**src/rtl/poly_decompress_stream_if.sv**
```systemverilog
// Stream bundle for poly_decompress_stream.
//   in_*  : 32-bit packed-bit words into the decompressor (valid/ready)
//   out_* : LANES coefficients per beat out of the decompressor (valid/ready/last)
// The slave modport is the decompressor's view; the master modport is the
// view of whoever feeds words in and drains beats out.
interface poly_decompress_stream_if #(
  parameter int LANES   = 2,
  parameter int COEFF_W = 16
);
  logic                     in_valid_i;
  logic                     in_ready_o;
  logic [31:0]              in_data_i;
  logic                     out_valid_o;
  logic                     out_ready_i;
  logic [LANES*COEFF_W-1:0] out_data_o;
  logic                     out_last_o;

  modport slave (
    input  in_valid_i, in_data_i, out_ready_i,
    output in_ready_o, out_valid_o, out_data_o, out_last_o
  );

  modport master (
    output in_valid_i, in_data_i, out_ready_i,
    input  in_ready_o, out_valid_o, out_data_o, out_last_o
  );
endinterface

```
**src/rtl/poly_decompress_stream.sv**
```systemverilog
// Streaming polynomial decompressor.
// Unpacks N d-bit fields (LSB-first from 32-bit words) and maps each x to
// round(x*Q / 2^d), emitting LANES coefficients per registered output beat.
// Ports:
//   clk_i, rst_ni   clock, async active-low reset
//   start_i, d_i    start pulse and compression width (legal: 1,4,5,10,11)
//   busy_o          high in RUN and DONE
//   done_o          one-cycle pulse after the last beat handshake
//   err_o           one-cycle pulse for start with an illegal d_i
//   s               word input / coefficient output streams (slave view)

// One lane: x -> (x*Q + 2^(d-1)) >> d at 23-bit width.
module poly_decompress_lane #(
  parameter int Q       = 3329,
  parameter int COEFF_W = 16
) (
  input  logic [3:0]         d,
  input  logic [10:0]        x,
  output logic [COEFF_W-1:0] coeff
);
  logic [22:0] prod;
  logic [22:0] res;
  // d is 0 only outside RUN, where the result is never loaded.
  assign prod  = 23'(x) * 23'(Q) + (23'd1 << (d - 4'd1));
  assign res   = prod >> d;
  assign coeff = COEFF_W'(res);
endmodule

module poly_decompress_stream #(
  parameter int Q       = 3329,
  parameter int N       = 256,
  parameter int LANES   = 2,
  parameter int COEFF_W = 16
) (
  input  logic       clk_i,
  input  logic       rst_ni,
  input  logic       start_i,
  input  logic [3:0] d_i,
  output logic       busy_o,
  output logic       done_o,
  output logic       err_o,
  poly_decompress_stream_if.slave s
);
  localparam int IN_W   = 32;
  localparam int BUF_W  = IN_W + LANES*11;
  localparam int FILL_W = $clog2(BUF_W+1);
  localparam int BEATS  = N / LANES;
  localparam int BEAT_W = $clog2(BEATS+1);
  localparam int WORD_W = $clog2(N*11/32+1);

  typedef enum logic [1:0] {IDLE, RUN, DONE} state_t;

  state_t                          state_q, state_d;
  logic [3:0]                      d_q;
  logic [BUF_W-1:0]                buf_q, buf_rem, buf_nxt;
  logic [FILL_W-1:0]               fill_q, fill_rem, fill_nxt, sh_amt;
  logic [WORD_W-1:0]               words_q, words_total;
  logic [BEAT_W-1:0]               beats_q;
  logic                            out_valid_q, out_last_q, err_q;
  logic [LANES-1:0][COEFF_W-1:0]   out_data_q, lane_coeff;
  logic                            legal_d, in_rdy, accept, load, start_ok;

  assign legal_d     = d_i inside {4'd1, 4'd4, 4'd5, 4'd10, 4'd11};
  assign start_ok    = (state_q == IDLE) && start_i && legal_d;
  assign sh_amt      = FILL_W'(d_q) * FILL_W'(LANES);
  assign words_total = WORD_W'((N/32) * d_q);

  // Only admit a word while the whole 32 bits fit above the current fill.
  assign in_rdy = (state_q == RUN) && (words_q < words_total) &&
                  (fill_q <= FILL_W'(BUF_W - IN_W));
  assign accept = in_rdy && s.in_valid_i;
  assign load   = (state_q == RUN) && (beats_q < BEAT_W'(BEATS)) &&
                  (fill_q >= sh_amt) && (!out_valid_q || s.out_ready_i);

  // Consume first, then append the new word above the remainder so a field
  // straddling a word boundary is stitched together without gaps.
  always_comb begin
    buf_rem  = load ? (buf_q >> sh_amt) : buf_q;
    fill_rem = load ? (fill_q - sh_amt) : fill_q;
    buf_nxt  = buf_rem;
    fill_nxt = fill_rem;
    if (accept) begin
      buf_nxt  = buf_rem | (BUF_W'(s.in_data_i) << fill_rem);
      fill_nxt = fill_rem + FILL_W'(IN_W);
    end
  end

  for (genvar k = 0; k < LANES; k++) begin : g_lane
    logic [10:0] raw, x;
    assign raw = 11'(buf_q >> (FILL_W'(k) * FILL_W'(d_q)));
    assign x   = raw & ((11'd1 << d_q) - 11'd1);
    poly_decompress_lane #(.Q(Q), .COEFF_W(COEFF_W)) u_lane (
      .d(d_q), .x(x), .coeff(lane_coeff[k])
    );
  end

  always_comb begin
    state_d = state_q;
    case (state_q)
      IDLE: if (start_ok) state_d = RUN;
      RUN:  if (out_valid_q && s.out_ready_i && out_last_q) state_d = DONE;
      DONE: state_d = IDLE;
      default: state_d = IDLE;
    endcase
  end

  always_ff @(posedge clk_i or negedge rst_ni) begin
    if (!rst_ni) begin
      state_q     <= IDLE;
      d_q         <= '0;
      buf_q       <= '0;
      fill_q      <= '0;
      words_q     <= '0;
      beats_q     <= '0;
      out_valid_q <= 1'b0;
      out_last_q  <= 1'b0;
      out_data_q  <= '0;
      err_q       <= 1'b0;
    end else begin
      state_q <= state_d;
      err_q   <= (state_q == IDLE) && start_i && !legal_d;
      if (start_ok) begin
        d_q         <= d_i;
        buf_q       <= '0;
        fill_q      <= '0;
        words_q     <= '0;
        beats_q     <= '0;
        out_valid_q <= 1'b0;
        out_last_q  <= 1'b0;
      end else begin
        buf_q  <= buf_nxt;
        fill_q <= fill_nxt;
        if (accept) words_q <= words_q + WORD_W'(1);
        if (load) begin
          out_data_q  <= lane_coeff;
          out_valid_q <= 1'b1;
          out_last_q  <= (beats_q == BEAT_W'(BEATS-1));
          beats_q     <= beats_q + BEAT_W'(1);
        end else if (s.out_ready_i) begin
          out_valid_q <= 1'b0;
          out_last_q  <= 1'b0;
        end
      end
    end
  end

  assign busy_o        = (state_q != IDLE);
  assign done_o        = (state_q == DONE);
  assign err_o         = err_q;
  assign s.in_ready_o  = in_rdy;
  assign s.out_valid_o = out_valid_q;
  assign s.out_last_o  = out_last_q;
  assign s.out_data_o  = out_data_q;
endmodule

```
**src/flat_wrapper.sv**
```systemverilog
// flat-port wrapper written by rule: the top's interface ports become plain ports
module poly_decompress_stream_flat 
#(
  parameter int Q       = 3329,
  parameter int N       = 256,
  parameter int LANES   = 2,
  parameter int COEFF_W = 16
)
  (clk_i, rst_ni, start_i, d_i, busy_o, done_o, err_o, s_in_valid_i, s_in_data_i, s_out_ready_i, s_in_ready_o, s_out_valid_o, s_out_data_o, s_out_last_o);
  poly_decompress_stream_if #(.LANES(LANES), .COEFF_W(COEFF_W)) s_i ();
  input  logic clk_i;
  input  logic rst_ni;
  input  logic start_i;
  input  logic [3:0] d_i;
  output logic busy_o;
  output logic done_o;
  output logic err_o;
  input wire logic [$bits(s_i.in_valid_i)-1:0] s_in_valid_i;
  input wire logic [$bits(s_i.in_data_i)-1:0] s_in_data_i;
  input wire logic [$bits(s_i.out_ready_i)-1:0] s_out_ready_i;
  output wire logic [$bits(s_i.in_ready_o)-1:0] s_in_ready_o;
  output wire logic [$bits(s_i.out_valid_o)-1:0] s_out_valid_o;
  output wire logic [$bits(s_i.out_data_o)-1:0] s_out_data_o;
  output wire logic [$bits(s_i.out_last_o)-1:0] s_out_last_o;
  assign s_i.in_valid_i = s_in_valid_i;
  assign s_i.in_data_i = s_in_data_i;
  assign s_i.out_ready_i = s_out_ready_i;
  assign s_in_ready_o = s_i.in_ready_o;
  assign s_out_valid_o = s_i.out_valid_o;
  assign s_out_data_o = s_i.out_data_o;
  assign s_out_last_o = s_i.out_last_o;
  poly_decompress_stream #(.Q(Q), .N(N), .LANES(LANES), .COEFF_W(COEFF_W)) u_core (.clk_i(clk_i), .rst_ni(rst_ni), .start_i(start_i), .d_i(d_i), .busy_o(busy_o), .done_o(done_o), .err_o(err_o), .s(s_i));
endmodule
```
**config.mk**
```make
export PLATFORM = sky130hd
export DESIGN_NAME = poly_decompress_stream_flat
export DESIGN_NICKNAME = d
export VERILOG_FILES = /design/src/rtl/poly_decompress_stream_if.sv /design/src/rtl/poly_decompress_stream.sv /design/src/flat_wrapper.sv
export SDC_FILE = /design/constraint.sdc
export NUM_CORES = 1
export LEC_CHECK = 0
export BUFFER_PORTS_ARGS = -buffer_cell sky130_fd_sc_hd__buf_2
export CORE_MARGIN = 5
export CORE_UTILIZATION = 45
export CTS_CLUSTER_SIZE = 20
export DETAILED_ROUTE_END_ITERATION = 10
export PLACE_DENSITY = 0.72
export REMOVE_ABC_BUFFERS = 1
export SLEW_MARGIN = 20
export SYNTH_ARGS = -nofsm -noshare
export SYNTH_HDL_FRONTEND = slang
export SYNTH_SLANG_ARGS = --single-unit
```
**constraint.sdc**
```tcl
create_clock -name clk_i -period 8.6 [get_ports clk_i]
set_input_delay 0.86 -clock clk_i [delete_from_list [all_inputs] [get_ports clk_i]]
set_output_delay 0.86 -clock clk_i [all_outputs]
set_load 0.02 [all_outputs]
```
=== Word level (Yosys, flattened, before mapping) ===
Index checks and enable logic that the tools add are counted.

* $lt $le $gt $ge: 4
* Reductions and logical operators: 22
* Shift-type cells: 7
* Bitwise operators: 4
* Multiplexer cells: 18
* Divide/modulo/power cells: 0
* Multiply operators: 2
* Equality and inequality tests: 10
* $add $sub $neg: 8

{| class="wikitable"
|+ Operators by type and width
! operator !! count
|-
| $mux W54 || 3
|-
| $or A54 B54 Y54 || 1
|-
| $shl A32 B6 Y54 || 1
|-
| $shr A54 B4 Y11 || 1
|-
| $shr A54 B5 Y54 || 1
|-
| $add A23 B23 Y23 || 2
|-
| $mul A11 B12 Y23 const B || 2
|-
| $shr A23 B4 Y16 || 2
|-
| $shl A1 B4 Y23 const A || 1
|-
| $and A11 B11 Y11 || 2
|-
| $mux W6 || 3
|-
| $mux W8 || 2
|-
| $mux W7 || 2
|-
| $logic_and A1 B1 Y1 || 11
|-
| $shl A1 B4 Y11 const A || 1
|-
| $sub A11 B1 Y11 const B || 1
|-
| $add A8 B1 Y8 const B || 1
|-
| $eq A4 B3 Y1 const B || 2
|-
| $eq A4 B4 Y1 const B || 2
|-
| $eq A8 B7 Y1 const B || 1
|-
| $lt A8 B8 Y1 const B || 1
|-
| $add A7 B1 Y7 const B || 1
|-
| $lt A7 B7 Y1 || 1
|-
| $add A6 B6 Y6 const B || 1
|-
| 20 further kinds || 29
|}

* Bits in latches: 0
* Register bits: 116
* Memories: 0
* Memory bits (writable): 0
* Logic and storage cells: 86
* ROM bits: 0

=== Depth between registers and ports, before layout ===
Gate-level depths: netlist of the first run.

* Depth after elaboration: 9
* Gate-level depth with buffers: 32

=== Modules after synthesis ===
Synthesis of the first run repeated with hierarchy kept, for this count alone.

* Cell total of the unflattened synthesis: 2247
* Area, all modules: 17864.6 um2

{| class="wikitable"
|+ By module, submodules not included
! module !! area each (um2) !! instances !! cells an instance
|-
| poly_decompress_stream || 10413.7 || 1 || 1296
|-
| poly_decompress_lane at u_core.g_lane[1].u_lane || 3753.6 || 1 || 483
|-
| poly_decompress_lane at u_core.g_lane[0].u_lane || 3697.3 || 1 || 468
|}

=== Least setup slack after synthesis of the first run ===
No wires, ideal clock.

* Kind: register to register
* Start point: register u_core.d_q[1]
* End point: register u_core.out_data_q, in the netlist u_core.s.out_data_o[26]
* Slack: 1.281 ns
* Clock period less this slack: 7.319 ns
* Data arrival time: 7.253 ns
* Stages on the path, launching flop included: 32
* Buffers on the path: 7
* Setup time: 0.065 ns
* Path through: dfrtp_1 clkbuf_1 buf_2 buf_1 buf_2 buf_2 buf_2 nor2_1 nand2_1 ha_1 o21ai_1 nor3_1 a31oi_1 a311oi_1 ha_1 ha_1 ha_1 inv_1 fa_1 inv_1 fa_1 ha_1 clkbuf_1 a21oi_1 o21ai_0 nor2_1 nor2_1 or3b_2 xnor2_1 mux4_2 o221ai_1 o221a_2

* Longest elaborated chain between the ends: 6
* Elaborated cells between the ends (all ways): 13
* Classes of those cells: add/sub: 3; mul: 1; order compare: 1; shift: 4; bitwise: 1; reduce/logical: 3

{| class="wikitable"
|+ Ends and longest elaborated chain
! what !! line !! RTL
|-
| start: declaration || poly_decompress_stream.sv:54 || <nowiki>logic [3:0] d_q;</nowiki>
|-
| start signal: assignment || poly_decompress_stream.sv:123 || <nowiki>d_q <= d_i;</nowiki>
|-
| $shl A1 B4 Y11 || poly_decompress_stream.sv:91 || <nowiki>assign x = raw & ((11'd1 << d_q) - 11'd1);</nowiki>
|-
| $sub A11 B1 Y11 || poly_decompress_stream.sv:91 ||
|-
| $and A11 B11 Y11 || poly_decompress_stream.sv:91 ||
|-
| $mul A11 B12 Y23 || poly_decompress_stream.sv:24 || <nowiki>assign prod = 23'(x) * 23'(Q) + (23'd1 << (d - 4'd1));</nowiki>
|-
| $add A23 B23 Y23 || poly_decompress_stream.sv:24 ||
|-
| $shr A23 B4 Y16 || poly_decompress_stream.sv:25 || <nowiki>assign res = prod >> d;</nowiki>
|-
| end signal: assignment || poly_decompress_stream.sv:135 || <nowiki>out_data_q <= lane_coeff;</nowiki>
|-
| end: declaration || poly_decompress_stream.sv:60 || <nowiki>logic [LANES-1:0][COEFF_W-1:0] out_data_q, lane_coeff;</nowiki>
|}

Several ways; a longest one is shown, not always the timed one.
A chain may end at the register's enable or synchronous reset.

=== Worst setup path in the final report of the first run ===
* Start point: register u_core.d_q[0]
* End point: register u_core.out_data_q, in the netlist u_core.s.out_data_o[23]

The elaborated chain is that of the path after synthesis.

==> results.py, run 1 <==
metrics = {
    "worst_setup_path": {
        "critical_path_class": "flop to flop",
        "critPathArrivalTime_ns": 8.10,
        "crit_path_max_fanout": 39,
        "required_ns": 8.92,
        "start_kind": "flop",
        "r2r_end": "u_core.s.out_data_o[23]$_DFFE_PN0P_",
        "r2r_slack_ns": 0.82,
        "rr_startpoint": "u_core.d_q[0]$_DFFE_PN0P_",
        "endpoint_kind": "flop",
        "reg2reg_depth": 26,
    },
    "synth": {
        "synth_cell_types": 86,
        "syn_area_um2": 16700,
        "syn_inst": 2013,
        "async_flop_share_pct": 100,
        "synth_flop_cell": "dfrtp_1",
        "synth_edf_count": 0,
        "yosysWarnings": 0,
        "ys_seq_area_share_pct": 17.2,
        "ys_ff_latch": 115,
        "syn_avg_cell_area_um2": 8.30,
    },
    "floorplanning": {
        "rows": 70,
        "die_area_um2": 41100,
        "ios": 79,
        "chipWidth_um": 203,
        "fp.dieH_um": 203,
        "start_util_pct": 45.6,
        "coreArea_um2": 36600,
    },
    "sta": {
        "setup_viol": 0,
        "rsz0062_at_grt": "false",
        "fin_crit_sh_pct": 90.5,
        "layout_min_cycle_time_ns": 7.78,
        "clock_skew_ns": 0.0108,
        "maxSlewHeadroom_pct": 18.8,
        "whs_ns": 0.444,
        "fmax_ghz": 0.129,
        "setup_tns_ns": 0,
        "hold_viol": 0,
        "tightestPinTransition_ns": 1.21,
        "maxSlewViolCount": 0,
    },
    "flow_run": {
        "maxCapViolations": 0,
    },
    "clocking": {
        "cts_tree": "done",
        "cts_sinks": 115,
        "clk_path_buf_depth": 2,
        "root_buffer": "clkbuf_16",
        "path_clk_slew_ns": 0.06,
        "cts_resized": 0,
        "cts_buffers": 17,
        "cts_hold_buf": 0,
        "htree_num_levels": 4,
        "postCtsSetupRepairBufs": 0,
        "clock_latency_ns": 0.43,
    },
    "route": {
        "ant_nets": 0,
        "drc": 0,
        "post_drt_wl_per_cell_um": 21.8,
        "drt_pass1_iterations": 7,
        "drt_iter0_markers": 1681,
        "routed_wl_um": 53900,
        "route.vias.total": 16200,
        "viasPerCell": 6.54,
    },
    "global_routing": {
        "grt_overflow": 0,
        "grt_max_degree": 88,
        "grt_pass1_vias": 15900,
        "antenna_found_initial": 0,
        "track_usage_pct": 25.8,
        "grt_pass1_wl_um": 86900,
    },
    "placed_design": {
        "gp_congestion": 0.977,
        "io_buffers": 78,
        "dp.final_hpwl_um": 40600,
    },
    "cells_and_area": {
        "nNetsFinal": 2259,
        "areaGrowthSynthToFinish_pct": 7.26,
        "drive_above_1_share_pct": 13.0,
        "fin_util_pct": 49.0,
        "diodes": 0,
    },
    "status": {
        "status": "finished, final reports clean",
    },
    "hold_path": {
        "hold_class": "primary input to async pin",
    },
}
## cells by family (layout without fill, tap and decap cells)
group	count (synthesis)	in the layout	share of synthesized area (%)
xor gates and xnor gates	54	54	2.83
AOI/OAI and AO/OA	550	550	22.1
adders and majority gates	219	219	17.9
muxes	249	249	18.4
buffers and inverters	235	233	5.79
and+or+nand+nor	591	591	15.7
DFF	115	115	17.2
## how the worst max path moves through the flow
stage / start / endpoint / slack (ns)
2_1_floorplan: u_core.d_q[1]$_DFFE_PN0P_ / u_core.s.out_data_o[26]$_DFFE_PN0P_ / -1.85
3_3_place_gp: u_core.d_q[0]$_DFFE_PN0P_ / u_core.s.out_data_o[23]$_DFFE_PN0P_ / 1.19
3_5_place_dp: u_core.d_q[0]$_DFFE_PN0P_ / u_core.s.out_data_o[23]$_DFFE_PN0P_ / 1.05
4_1_cts: u_core.d_q[0]$_DFFE_PN0P_ / u_core.s.out_data_o[23]$_DFFE_PN0P_ / 1.03
5_1_grt: u_core.d_q[0]$_DFFE_PN0P_ / u_core.s.out_data_o[23]$_DFFE_PN0P_ / 0.32
6_report: u_core.d_q[0]$_DFFE_PN0P_ / u_core.s.out_data_o[23]$_DFFE_PN0P_ / 0.82
## through the flow
stage,instances,cell area (um^2),setup WS [ns]
2_1_floorplan,1869,16100,-1.85
3_3_place_gp,2448,17300,1.19
3_5_place_dp,2448,17300,1.05
4_1_cts,2479,17900,1.03
5_1_grt,2479,17900,0.324
6_report,2479,17900,0.818
## Yosys cell counts, types with 29 or more instances
cell type / number / area share (%)
nand3_1: 39 / 1.2
a31oi_1: 29 / 1.1
nor3_1: 52 / 1.6
dfrtp_1: 115 / 17
o211ai_1: 38 / 1.7
nor2_1: 203 / 4.6
o21ai_0: 114 / 3.4
ha_1: 186 / 14
mux2_2: 44 / 3.0
clkbuf_1: 80 / 1.8
inv_1: 90 / 2.0
xnor2_1: 34 / 1.8
mux4_2: 41 / 5.5
a211oi_1: 29 / 1.3
nand2_1: 190 / 4.3
buf_2: 29 / 0.87
fa_1: 33 / 4.0
a21oi_1: 126 / 3.8
mux2i_1: 160 / 9.6
## registers in the layout, summed over array words and instances, names as in the netlist
signal	count
u_core.buf_q	54
u_core.s.out_data_o	32
u_core.beats_q	8
u_core.words_q	7
u_core.fill_q	5
u_core.d_q	4
u_core.state_q	2
u_core.err_o	1
u_core.s.out_last_o	1
u_core.s.out_valid_o	1
## cells in the final DEF (no fill, tap or decap), types with 8 or more instances in the layout
master / instances
a211o_1: 8
a211oi_1: 29
a21o_1: 19
a21oi_1: 126
a221oi_1: 19
a22oi_1: 12
a31oi_1: 29
and2_1: 17
and3_1: 15
buf_2: 77
buf_4: 34
clkbuf_16: 17
dfrtp_1: 111
fa_1: 33
ha_1: 186
inv_1: 88
mux2_2: 44
mux2i_1: 160
mux4_2: 41
nand2_1: 189
nand2b_1: 24
nand3_1: 39
nand4_1: 9
nor2_1: 202
nor2b_1: 14
nor3_1: 52
o211ai_1: 38
o21a_1: 18
o21ai_0: 114
o221ai_1: 23
o22ai_1: 14
o31ai_1: 13
xnor2_1: 34
xor2_1: 20
## layer usage
metal	share of wire, %	global-route usage, %
met5	0	0
met4	4.7	11.6
met3	7.8	3.21
met2	46	41.4
met1	41	34.9
## layout make-up
class                           count  area [um^2]
Fill cell                        3548        18700
Tap cell                          468          586
Clock buffer                       23          498
Inverter                           91          342
Multi-Input combinational cell   1663        12900
Clock inverter                      8         77.6
Sequential cell                   115         2890
Timing Repair Buffer              111          641
## critical path, cell delays in order (launching register included)
cell,delay [ns]
dfrtp_4,0.77
inv_2,0.15
nor2_1,0.34
nand2_1,0.15
ha_1,0.36
o21ai_1,0.33
xnor2_1,0.12
nor3_1,0.19
a31oi_1,0.06
o21ai_0,0.64
ha_1,0.37
ha_1,0.27
inv_1,0.05
fa_1,0.53
inv_1,0.04
ha_1,0.18
ha_1,0.27
ha_1,0.45
a21o_1,0.25
a21oi_1,0.24
o21ai_0,0.12
mux2_2,0.26
a211oi_1,0.78
a22oi_1,0.25
o2111ai_1,0.18
o211ai_1,0.12
o221a_2,0.16
Power of run 1 is left out: the tool's default activity adds up to more than one toggle a clock period on the data nets, which glitch-free logic cannot reach.
==> run 2, diff against run 1 <==
--- a/config.mk
+++ b/config.mk
@@ -7,10 +7,10 @@
 export LEC_CHECK = 0
 export BUFFER_PORTS_ARGS = -buffer_cell sky130_fd_sc_hd__buf_2
 export CORE_MARGIN = 5
-export CORE_UTILIZATION = 45
+export CORE_UTILIZATION = 60
 export CTS_CLUSTER_SIZE = 20
 export DETAILED_ROUTE_END_ITERATION = 10
-export PLACE_DENSITY = 0.72
+export PLACE_DENSITY = 0.89
 export REMOVE_ABC_BUFFERS = 1
 export SLEW_MARGIN = 20
 export SYNTH_ARGS = -nofsm -noshare
==> run 2 against run 1 <==
Effect of this change:
- design area shrank 0.63%
- flip-flop and latch count is the same
- setup slack lost 0.29 ns
- routed wire length grew 1.5%
- worst hold slack lost 0.010 ns
- count of clock-buffer cells in the layout shrank 6
- via count grew 3.9%
- core utilization grew 16 points
- sequential share of layout area grew 0.10 points
- non-clock buffer count shrank 1
- maximum frequency shrank 3.6%
- cell count shrank 3.6%
==> results.py, run 2 (synthesized netlist as in run 1, its figures left out) <==
metrics = {
    "sta": {
        "fmax_ghz": 0.124,
        "fin_crit_sh_pct": 93.8,
        "tightestPinTransition_ns": 1.19,
        "hold_viol": 0,
        "maxSlewViolCount": 0,
        "layout_min_cycle_time_ns": 8.07,
        "maxSlewHeadroom_pct": 20.6,
        "rsz0062_at_grt": "false",
        "setup_viol": 0,
        "clock_skew_ns": 0.0133,
    },
    "cells_and_area": {
        "top_register": "u_core.buf_q",
        "areaGrowthSynthToFinish_pct": 6.58,
        "diodes": 0,
        "multi_input_area_um2": 12900,
        "seq_area_um2": 2890,
        "fill_cells": 2336,
        "final_cell_mix": "202 x nor2_1, 189 x nand2_1, 186 x ha_1, 160 x mux2i_1, 126 x a21oi_1",
        "final_cell_area_um2": 17800,
        "nNetsFinal": 2258,
        "fin_util_pct": 64.5,
        "largest_reg_flops": 54,
        "drive_above_1_share_pct": 13.0,
        "final_common_cell": "nor2_1",
    },
    "global_routing": {
        "grt_overflow": 0,
        "grt_pass1_wl_um": 87100,
        "track_usage_pct": 34.5,
        "grt_pass1_vias": 16300,
        "antenna_found_initial": 0,
        "grt_max_degree": 71,
    },
    "route": {
        "wl_met2_um": 24500,
        "route.vias.total": 16800,
        "drc": 0,
        "viasPerCell": 7.05,
        "maxUsedRoutingLayer": "met4",
        "post_drt_wl_per_cell_um": 22.9,
        "dr_wl_met3_um": 5510,
        "routed_wl_um": 54700,
        "route.layer.met1.wl_um": 20700,
        "ant_nets": 0,
        "drt_pass1_iterations": 9,
        "drt_iter0_markers": 2373,
    },
    "floorplanning": {
        "coreArea_um2": 27600,
        "ios": 79,
        "rows": 61,
        "start_util_pct": 60.5,
        "fp.dieH_um": 177,
        "chipWidth_um": 177,
        "die_area_um2": 31300,
    },
    "clocking": {
        "cts_sinks": 115,
        "clock_latency_ns": 0.43,
        "root_buffer": "clkbuf_16",
        "cts_tree": "done",
        "path_clk_slew_ns": 0.06,
        "cts_buffers": 17,
        "cts_resized": 0,
        "htree_num_levels": 4,
        "clk_path_buf_depth": 2,
        "cts_hold_buf": 0,
        "postCtsSetupRepairBufs": 0,
    },
    "worst_setup_path": {
        "crit_path_max_fanout": 26,
        "required_ns": 8.92,
        "critPathArrivalTime_ns": 8.39,
        "critical_path_class": "flop to flop",
        "endpoint_kind": "flop",
        "start_kind": "flop",
    },
    "status": {
        "status": "finished, final reports clean",
    },
    "flow_run": {
        "maxCapViolations": 0,
    },
    "placed_design": {
        "placed_cell_area_um2": 17200,
        "io_buffers": 78,
        "dp.final_hpwl_um": 40500,
        "gp_congestion": 1.03,
    },
    "hold_path": {
        "hold_class": "primary input to async pin",
    },
}
-- run 2: cell types whose count changed in the layout (fill, tap and decap cells not counted), sizes merged --
cell      delta
buf          -1
clkbuf       -6
clkinvlp     +2
inv          +3
bufinv       +1
clkinv       +1
-- run 2: critical path, cell delays in order (launching register included) --
cell and delay, ns:
dfrtp_2 0.60, nor2_1 0.74, nand2_1 0.25, ha_1 0.42, o21ai_1 0.31, xnor2_1 0.12, nor3_1 0.20, a31oi_1 0.06
o21ai_0 0.67, ha_1 0.36, ha_1 0.28, inv_1 0.06, fa_1 0.52, inv_1 0.05, ha_1 0.29, ha_1 0.21
ha_1 0.45, a21o_1 0.27, a21oi_1 0.24, o21ai_0 0.10, mux2_2 0.27, a211oi_1 0.78, a22oi_1 0.25, o2111ai_1 0.19
o211ai_1 0.12, o221a_2 0.17
-- run 2: final timing paths --
path	startpoint	endpoint	slack, ns	cells after the start
hold / removal	rst_ni	u_core.s.out_valid_o$_DFFE_PN0P_	0.43	1
min in group clk_i	u_core.s.out_data_o[1]$_DFFE_PN0P_	u_core.s.out_data_o[1]$_DFFE_PN0P_	0.47	2
hold reg to reg	u_core.s.out_data_o[1]$_DFFE_PN0P_	u_core.s.out_data_o[1]$_DFFE_PN0P_	0.47	2
max in group asynchronous	rst_ni	u_core.d_q[1]$_DFFE_PN0P_	6.67	2
setup / recovery	u_core.d_q[3]$_DFFE_PN0P_	u_core.s.out_data_o[23]$_DFFE_PN0P_	0.53	25
setup reg to reg	u_core.d_q[3]$_DFFE_PN0P_	u_core.s.out_data_o[23]$_DFFE_PN0P_	0.53	25
-- run 2: metrics by stage --
step / instances / setup WS, ns / TNS, ns / hold WS, ns
after floorplan: 1869 / -1.85 / -83.76 / 0.469
after global placement: 2357 / 1.10 / 0 / 0.461
after detailed placement: 2357 / 0.800 / 0 / 0.462
after CTS: 2389 / 0.789 / 0 / 0.452
after global routing: 2389 / 0.156 / 0 / 0.481
final: 2389 / 0.530 / 0 / 0.434
-- run 2: cell type report --
| cell class | count | area share [%] |
|---|---|---|
| sequential | 115 | 16.2 |
| timing repair buffer | 110 | 3.55 |
| tap | 378 | 2.66 |
| clock inverter | 15 | 0.885 |
| clock buffer | 17 | 2.39 |
| inverter | 91 | 1.92 |
| multi-input combinational | 1663 | 72.4 |
-- run 2: layer usage --
metal  track usage, %  vias to the layer above
li1                 -                     7433
met3             6.30                      317
met5                0                        -
met4             21.0                        0
met1             44.1                     7949
met2             54.5                     1136
Power of run 2 is left out for the same reason.
==> run 3, diff against run 2 <==
--- a/config.mk
+++ b/config.mk
@@ -10,6 +10,8 @@
 export CORE_UTILIZATION = 60
 export CTS_CLUSTER_SIZE = 20
 export DETAILED_ROUTE_END_ITERATION = 10
+export GPL_ROUTABILITY_DRIVEN = 0
+export GPL_TIMING_DRIVEN = 0
 export PLACE_DENSITY = 0.89
 export REMOVE_ABC_BUFFERS = 1
 export SLEW_MARGIN = 20
==> run 3 against run 2 <==
Effect of this change:
- critical endpoint is now u_core.s.out_data_o[26]$_DFFE_PN0P_
- register-to-register slack got worse by 0.19 ns
- count of clock-buffer cells in the layout rose by 2
- global-route usage fell by 0.85 points
- first-iteration DRC count rose by 7.2%
==> results.py, run 3 (synthesized netlist as in run 1, its figures left out) <==
metrics = {
    "worst_setup_path": {
        "r2r_slack_ns": 0.34,
        "rr_startpoint": "u_core.d_q[0]$_DFFE_PN0P_",
        "required_ns": 8.97,
        "crit_path_max_fanout": 60,
        "critPathMostFrequentCell": "ha_1",
        "reg2reg_depth": 25,
        "critPathArrivalTime_ns": 8.63,
        "critical_path_class": "flop to flop",
        "start_kind": "flop",
        "r2r_end": "u_core.s.out_data_o[26]$_DFFE_PN0P_",
        "critical_path.startpoint": "u_core.d_q[0]$_DFFE_PN0P_",
        "cp_slowest_stage_delay_ns": 0.94,
        "endpoint_kind": "flop",
        "slowest_stage": "dfrtp_4",
    },
    "route": {
        "routed_wl_um": 53400,
        "viasPerCell": 7.16,
        "drt_pass1_iterations": 8,
        "ant_nets": 0,
        "post_drt_wl_per_cell_um": 22.5,
        "drc": 0,
        "route.vias.total": 17000,
        "drt_iter0_markers": 2545,
    },
    "clocking": {
        "cts_tree": "done",
        "postCtsSetupRepairBufs": 0,
        "htree_num_levels": 4,
        "root_buffer": "clkbuf_16",
        "cts_resized": 0,
        "clk_path_buf_depth": 2,
        "cts_buffers": 17,
        "path_clk_slew_ns": 0.06,
        "clock_latency_ns": 0.43,
        "cts_hold_buf": 0,
        "cts_sinks": 115,
    },
    "floorplanning": {
        "ios": 79,
        "rows": 61,
        "fp.dieH_um": 177,
        "start_util_pct": 60.5,
        "coreArea_um2": 27600,
        "die_area_um2": 31300,
        "chipWidth_um": 177,
    },
    "sta": {
        "maxSlewViolCount": 0,
        "tightestPinTransition_ns": 1.18,
        "clock_skew_ns": 0.0107,
        "setup_viol": 0,
        "fin_crit_sh_pct": 96.1,
        "fmax_ghz": 0.121,
        "timing.final.ws_setup_ns": 0.336,
        "hold_viol": 0,
        "layout_min_cycle_time_ns": 8.26,
        "rsz0062_at_grt": "false",
        "maxSlewHeadroom_pct": 20.9,
    },
    "placed_design": {
        "dp.final_hpwl_um": 39100,
        "io_buffers": 78,
        "pre_cts_slack_ns": 0.00985,
        "placed_cell_area_um2": 17400,
    },
    "cells_and_area": {
        "top_register": "u_core.buf_q",
        "largest_reg_flops": 54,
        "final_common_cell": "nor2_1",
        "fill_cells": 2164,
        "diodes": 0,
        "final_cell_area_um2": 18100,
        "nNetsFinal": 2246,
        "final_cell_mix": "201 x nor2_1, 189 x nand2_1, 186 x ha_1, 160 x mux2i_1, 126 x a21oi_1",
        "drive_above_1_share_pct": 12.8,
        "fin_util_pct": 65.5,
        "areaGrowthSynthToFinish_pct": 8.29,
    },
    "global_routing": {
        "grt_overflow": 0,
        "track_usage_pct": 33.7,
        "grt_max_degree": 80,
        "grt_pass1_vias": 16600,
        "grt_pass1_wl_um": 85500,
        "antenna_found_initial": 0,
    },
    "hold_path": {
        "hold_class": "primary input to async pin",
    },
    "flow_run": {
        "maxCapViolations": 0,
    },
    "status": {
        "status": "finished, final reports clean",
    },
}
-- run 3: cell count changes in the layout (fill, tap and decap cells not counted), sizes merged --
cell      previous run  this run
clkinvlp             4         2
bufinv               2         4
clkinv               6         3
buf                110        98
clkbuf              17        19
inv                 94        95
-- run 3: worst max path at each step --
stage,end,slack [ns],cells after the start
finish,u_core.s.out_data_o[26]$_DFFE_PN0P_,0.34,25
global route,u_core.s.out_data_o[26]$_DFFE_PN0P_,0.02,26
CTS,u_core.s.out_data_o[23]$_DFFE_PN0P_,0.05,22
detailed placement,u_core.s.out_data_o[23]$_DFFE_PN0P_,0.01,22
global placement,u_core.buf_q[47]$_DFF_PN0_,-6.49,11
floorplan,u_core.s.out_data_o[26]$_DFFE_PN0P_,-1.85,23
-- run 3: per-layer routing --
metal,vias to the layer above,part of all wire (%),GRT usage (%),wire [um]
met5,-,0,0,0
met4,0,8.0,21.8,4270
met3,333,11,6.30,5790
met2,1290,45,53.5,24000
met1,7997,36,42.1,19300
li1,7405,-,-,-
-- run 3: final cells by class --
cell class	count	area (um^2)	area share [%]
Timing Repair Buffer	98	825	4.56
Multi-Input combinational cell	1663	12900	71.3
Tap cell	378	473	2.61
Clock inverter	13	196	1.09
Clock buffer	19	453	2.50
Sequential cell	115	2890	16.0
Inverter	91	349	1.93
-- run 3: critical path: cells and delay by family (launching register included) --
kind	cells	cell delay, ns
adders and majority gates	7	2.67
and+or+nand+nor	5	1.31
buffers and inverters	4	0.66
AOI/OAI and AO/OA	7	1.87
DFF	1	0.94
muxes	1	0.53
xor gates and xnor gates	1	0.15
-- run 3: stage by stage --
| stage | TNS [ns] | hold WS (ns) | std cells |
|---|---|---|---|
| 2_1_floorplan | -83.76 | 0.469 | 1869 |
| 3_3_place_gp | -445.48 | 0.466 | 2325 |
| 3_5_place_dp | 0 | 0.461 | 2345 |
| 4_1_cts | 0 | 0.346 | 2377 |
| 5_1_grt | 0 | 0.355 | 2377 |
| 6_report | 0 | 0.326 | 2377 |
Power of run 3 is left out for the same reason.
